==> config.mk <==
export PLATFORM = sky130hd
export DESIGN_NAME = cam_pixel_capture
export DESIGN_NICKNAME = d
export VERILOG_FILES = /design/src/rtl/cam_pixel_capture.sv
export SDC_FILE = /design/constraint.sdc
export NUM_CORES = 1
export LEC_CHECK = 0
export ABC_AREA = 1
export ABC_CLOCK_PERIOD_IN_PS = 2050
export CAP_MARGIN = 20
export CORE_MARGIN = 5
export CORE_UTILIZATION = 45
export CTS_CLUSTER_DIAMETER = 200
export DETAILED_ROUTE_END_ITERATION = 8
export PLACE_DENSITY = 0.72
export SLEW_MARGIN = 20
export SYNTH_ARGS = -nofsm -noshare
export SYNTH_HDL_FRONTEND = slang
export SYNTH_SLANG_ARGS = --single-unit
==> constraint.sdc <==
create_clock -name clk -period 2.05 [get_ports clk]
set_input_delay 0.5125 -clock clk [delete_from_list [all_inputs] [get_ports clk]]
set_output_delay 0.5125 -clock clk [all_outputs]
set_load 0.02 [all_outputs]
==> src/rtl/cam_pixel_capture.sv <==
// Camera byte-stream to 16-bit pixel writer for a dual-port frame buffer.
// Define CAM_TEST_PATTERN_EN to write the pixel address as data instead of camera bytes.
module cam_pixel_capture #(
    parameter int IMG_W = 160,
    parameter int IMG_H = 120
) (
    input  logic        clk,
    input  logic        rst,
    input  logic        vsync,
    input  logic        href,
    input  logic [7:0]  px_data,
    output logic [16:0] mem_px_addr,
    output logic [15:0] mem_px_data,
    output logic        px_wr,
    output logic        frame_done,
    output logic        frame_ovf
);

    localparam int unsigned NPIX      = IMG_W * IMG_H;
    localparam logic [16:0] LAST_ADDR = 17'(NPIX - 1);

    typedef enum logic [1:0] {WAIT_SYNC, WAIT_START, BYTE_HI, BYTE_LO} state_t;

    state_t      r_state;
    logic [7:0]  r_hi;
    logic [16:0] r_addr;
    logic [15:0] r_data;
    logic        r_wr;
    logic        r_done;
    logic        r_ovf;
    logic        r_full;
    logic [15:0] w_pixel;

`ifdef CAM_TEST_PATTERN_EN
    assign w_pixel = r_addr[15:0];
`else
    assign w_pixel = {r_hi, px_data};
`endif

    always_ff @(posedge clk or posedge rst) begin
        if (rst) begin
            r_state <= WAIT_SYNC;
            r_hi    <= '0;
            r_addr  <= '0;
            r_data  <= '0;
            r_wr    <= 1'b0;
            r_done  <= 1'b0;
            r_ovf   <= 1'b0;
            r_full  <= 1'b0;
        end else begin
            r_wr   <= 1'b0;
            r_done <= 1'b0;
            // Address advances after the write cycle; the last slot latches r_full instead.
            if (r_wr) begin
                if (r_addr == LAST_ADDR) r_full <= 1'b1;
                else                     r_addr <= r_addr + 17'd1;
            end
            case (r_state)
                WAIT_SYNC: begin
                    if (vsync) r_state <= WAIT_START;
                end
                WAIT_START: begin
                    if (!vsync) begin
                        r_state <= BYTE_HI;
                        r_addr  <= '0;
                        r_ovf   <= 1'b0;
                        r_full  <= 1'b0;
                    end
                end
                BYTE_HI: begin
                    if (vsync) begin
                        r_done  <= 1'b1;
                        r_state <= WAIT_START;
                    end else if (href) begin
                        r_hi    <= px_data;
                        r_state <= BYTE_LO;
                    end
                end
                BYTE_LO: begin
                    if (vsync) begin
                        r_done  <= 1'b1;
                        r_state <= WAIT_START;
                    end else begin
                        r_state <= BYTE_HI;
                        if (href) begin
                            if (r_full) begin
                                r_ovf <= 1'b1;
                            end else begin
                                r_wr   <= 1'b1;
                                r_data <= w_pixel;
                            end
                        end
                    end
                end
                default: r_state <= WAIT_SYNC;
            endcase
        end
    end

    assign mem_px_addr = r_addr;
    assign mem_px_data = r_data;
    assign px_wr       = r_wr;
    assign frame_done  = r_done;
    assign frame_ovf   = r_ovf;

endmodule
Word-level counts from Yosys, hierarchy flattened:

Cells that the tools add are included.

* bits in registers: 47
* input port bits: 12
* output and inout bits: 36
* word-level logic and storage cells: 53

* add/sub/neg operators: 1
* eq/ne operators: 10
* mux-type cells: 25
* bitwise operators: 2
* reduce and logical (&&, ||, !) cells: 7

Operators with widths (count)
* 17-bit 2-to-1 mux: 4
* 17-bit by 1-bit adder with 17-bit output (second input constant): 1
* 17-bit by 15-bit == test with 1-bit output (second input constant): 1
* 1-bit 2-to-1 mux: 14
* 2-bit 2-to-1 mux: 5
* 2-bit != test (second input constant): 5
* 2-bit case mux with 4 select lines: 1
* 3-bit AND reduction: 2
* 5-bit AND reduction: 1
* 2-bit == test (second input constant): 2
* 4-bit AND reduction: 1
* 3-bit != test (second input constant): 1
* 2-bit by 1-bit == test with 1-bit output (second input constant): 1
* 2-bit logical NOT: 1
* 1-bit inverter: 2
* 1-bit case mux with 2 select lines: 1
* 2-bit nonzero test: 1
* 2-bit OR reduction: 1

Longest topological paths before layout:

* depth in word-level cells: 5
* gate-level depth with buffers: 10
* gate-level depth less buffers: 10

Least setup slack after synthesis:

No wires, ideal clock.

* path kind: flip-flop to flip-flop
* start point: reg r_addr[0] (netlist: mem_px_addr[0])
* end point: reg r_addr[7] (netlist: mem_px_addr[7])
* setup time: 0.120 ns
* data arrival time: 1.411 ns
* setup slack: 0.520 ns
* stages on the path, launching flop included: 8
* buffers on the path: 1
* cell sequence: dfrtp_1 -> ha_1 -> nand3_4 -> nor2_4 -> nand3_2 -> buf_6 -> a21oi_1 -> nor2_1

* longest elaborated chain between the ends: 5
* elaborated cells on any way between the ends: 6
* classes of those cells: 1 x add/sub; 1 x eq/ne; 4 x mux

RTL lines
* from (decl): RTL line 26 `logic [16:0] r_addr;`
* from (signal assigned): RTL line 56 `else r_addr <= r_addr + 17'd1;`
* 17-bit by 1-bit adder with 17-bit output or 17-bit by 15-bit == test with 1-bit output (tied branches): RTL line 56, 55
* 17-bit 2-to-1 mux *: RTL line 55 `if (r_addr == LAST_ADDR) r_full <= 1'b1;`
* 17-bit 2-to-1 mux *: RTL line 54 `if (r_wr) begin`
* 17-bit 2-to-1 mux: RTL line 63 `if (!vsync) begin`
* 17-bit 2-to-1 mux *: RTL line 58 `case (r_state)`

Every way passes the cells marked *; elsewhere a longest branch is shown, timed or not.
A chain may end at the register's enable or synchronous reset.

Final worst setup path:

* start point: reg r_addr[3] (netlist: mem_px_addr[3])
* end point: out mem_px_addr[3]

RTL lines
* to (decl): RTL line 12 `output logic [16:0] mem_px_addr,`

No word-level cell between the ends.

==> flow_metrics.tcl <==
set metrics [dict create \
    end_kind "primary output" \
    required_ps 1540 \
    dp_hpwl_microns 3600 \
    ys_types 28 \
    die_area_sq_um 6540 \
    reg2reg_slack_ps 450 \
    rr_startpoint "mem_px_addr[0]$_DFF_PP0_" \
    setup_ws_ps 95.2 \
    htreeDepth 2 \
    dr.pass1.iters 4 \
    routabilityCongestion 0.857 \
    critPathTopFamily "buffers and inverters" \
    antenna_found_initial 0 \
    fillCellCount 417 \
    peakVddDrop_v 0.000592 \
    clockBufferDepth 2 \
    rsz0062_at_grt "no" \
    dp_cells 397 \
    grt_pass1_vias 1869 \
    critPathLaunch "mem_px_addr[3]$_DFF_PP0_" \
    crit_slowest_cell "clkdlybuf4s50_1" \
    clk_latency_ps 300 \
    rr_worst_depth 8 \
    cts_setup_buffers 0 \
    synth_seq_area_share_pct 52.0 \
    power_density_nw_per_um2 773 \
    yosysWarnings 0 \
    clkTransAtPathRegs_ps 90 \
    finalNonFillerCells 405 \
    grt_pass1_wl_microns 8490 \
    arrival_ps 1440 \
    io-pin-count 48 \
    path_buf_inv 1 \
    ys_ff_latch 47 \
    synth_edf_count 0 \
    numPortBuffers 47 \
    rows 25 \
    overflow 0 \
    syn-num-nets 295 \
    wl_per_cell_microns 12.0 \
    fmax_mhz 512 \
    fin_skew_ps 4.67 \
    critical-path-max-stage-delay_ps 650 \
    wl_microns 4850 \
    grt-busiest-layer "met2" \
    pre_cts_slack_ps 217 \
    grtUsageMet1_pct 23.1 \
    cap_violations 0 \
    setup_violations 0 \
    slew_headroom_pct 67.7 \
    reg2reg_to "mem_px_addr[2]$_DFF_PP0_" \
    die_y_microns 80.9 \
    finalHoldViolations 0 \
    maxSlewViolCount 0 \
    first_iter_violations 132 \
    cp_cell_sequence "clkdlybuf4s50_1" \
    syn_to_final_growth_pct 30.6 \
    cts_tree "yes" \
    ctsResizeCount 0 \
    cts_hold_buf 0 \
    grt_usage_pct 16.5 \
    finalCritPeriodShare_pct 95.4 \
    grt_max_degree 24 \
    tightest_slew_ps 484 \
    die_w_microns 80.9 \
    start_util_pct 47.2 \
    startpoint_type "register" \
    cellLeakagePower_uw 0.00149 \
    gr-usage-met2_pct 25.8 \
    syn_area_sq_um 2260 \
    cts_buffers 5 \
    ys_async_sr_fraction_pct 100 \
    layout-drive-gt1-share_pct 11.2 \
    coreArea_sq_um 4790 \
    status "completed" \
    nNetsFinal 350 \
    clkSinkCount 47 \
    path_max_fanout 6 \
    crit_end "mem_px_addr[3]" \
    critPathKind "reg2out" \
    antenna_left 0 \
    crit_cells 1 \
    vias 1916 \
    vias_per_cell 4.73 \
    synthCells 282 \
    met3_usage_pct 3.66 \
    n_antenna_cell 0 \
    syn_avg_cell_area_sq_um 8.02 \
    fin_setup_tns_ps 0 \
    synth_ff_type "dfrtp_1" \
    drc_errors 0 \
    fin_crit_ps 1950 \
    hold_path_class "reg2reg" \
    cts_root_buf "clkbuf_8" \
    fin_total_pwr_uw 2280 \
]
==> power by group <==
group	switching [uW]	total, uW	internal, uW
clock network	323	599	276
registers	85.2	1150	1060
logic	278	535	258
total	686	2280	1590
==> area by class of cell <==
cell class | instances | area (sq um) | area share [%]
clock inverters | 2 | 16.3 | 0.551
repair buffers | 54 | 548 | 18.6
well taps | 67 | 83.8 | 2.84
multi-input cells | 187 | 888 | 30.1
flip-flops and latches | 47 | 1180 | 39.8
clock buffers | 6 | 82.6 | 2.80
inverters | 42 | 158 | 5.34
==> how the worst min path moves through the flow <==
stage / start / endpoint / slack [ps] / depth (start not counted)
final: r_hi[7]$_DFFE_PP0P_ / mem_px_data[15]$_DFFE_PP0P_ / 470 / 2
after floorplan: r_hi[2]$_DFFE_PP0P_ / mem_px_data[10]$_DFFE_PP0P_ / 440 / 2
after global placement: r_hi[7]$_DFFE_PP0P_ / mem_px_data[15]$_DFFE_PP0P_ / 450 / 2
after CTS: r_hi[0]$_DFFE_PP0P_ / mem_px_data[8]$_DFFE_PP0P_ / 470 / 2
after global routing: r_hi[7]$_DFFE_PP0P_ / mem_px_data[15]$_DFFE_PP0P_ / 490 / 2
after detailed placement: r_hi[7]$_DFFE_PP0P_ / mem_px_data[15]$_DFFE_PP0P_ / 450 / 2
==> sequential cells by signal (all words and copies together) (netlist names) <==
signal       flops
mem_px_addr     17
mem_px_data     16
r_hi             8
r_state          2
frame_done       1
frame_ovf        1
px_wr            1
r_full           1
==> Yosys cell counts (2+ instances only) <==
| library cell | count | area share [%] |
|---|---|---|
| nand2_1 | 85 | 14 |
| dfrtp_1 | 47 | 52 |
| inv_1 | 37 | 6.1 |
| nor2_1 | 32 | 5.3 |
| nand3_1 | 17 | 3.8 |
| o21ai_0 | 13 | 2.9 |
| a21oi_1 | 10 | 2.2 |
| o21ai_1 | 6 | 1.3 |
| inv_2 | 4 | 0.66 |
| nor2_2 | 4 | 1.1 |
| clkbuf_1 | 3 | 0.50 |
| nand2_2 | 3 | 0.83 |
| nor2_4 | 3 | 1.5 |
| buf_6 | 2 | 1.0 |
| nand3_2 | 2 | 0.89 |
| nand4_1 | 2 | 0.55 |
==> metrics by stage <==
stage | util [%] | instance area [sq um] | hold WS, ps
after floorplan | - | 2260 | 442
after global placement | 59.6 | 2850 | 451
after detailed placement | 59.6 | 2850 | 453
after CTS | 61.7 | 2950 | 475
after global routing | 61.7 | 2950 | 495
final | 61.7 | 2950 | 469
==> worst min-delay path: stages, from the launching register on <==
cell and delay (ps):
dfrtp_1 350, nand2_1 50, nand2_1 40
==> cell usage in the layout, fill, tap and decap left out, drive strengths merged <==
cell type       n
nor3b           1
clkdlybuf4s50  47
nor2           39
nand2          89
a21oi          10
dfrtp          47
ha              1
nand3          20
nand3b          1
o21bai          1
inv            41
o211ai          1
buf             7
clkinvlp        1
nor3            1
a31oi           1
clkbuf          6
clkinv          2
nand4           3
o21ai          19
==> cells by family (layout without fill, tap and decap cells) <==
family | Yosys count | after routing | share of synthesized area (%)
flops | 47 | 47 | 52.0
fa+ha+maj | 1 | 1 | 0.553
compound gates | 32 | 32 | 7.53
buf+inv | 48 | 104 | 8.69
simple gates | 154 | 154 | 31.2
==> per-layer routing <==
layer / part of all wire, % / vias up
li1: - / 978
met5: 0 / -
met1: 49 / 886
met2: 45 / 45
met3: 5.1 / 7
met4: 1.1 / 0
Note: power is estimated with default switching activity, not from simulation.
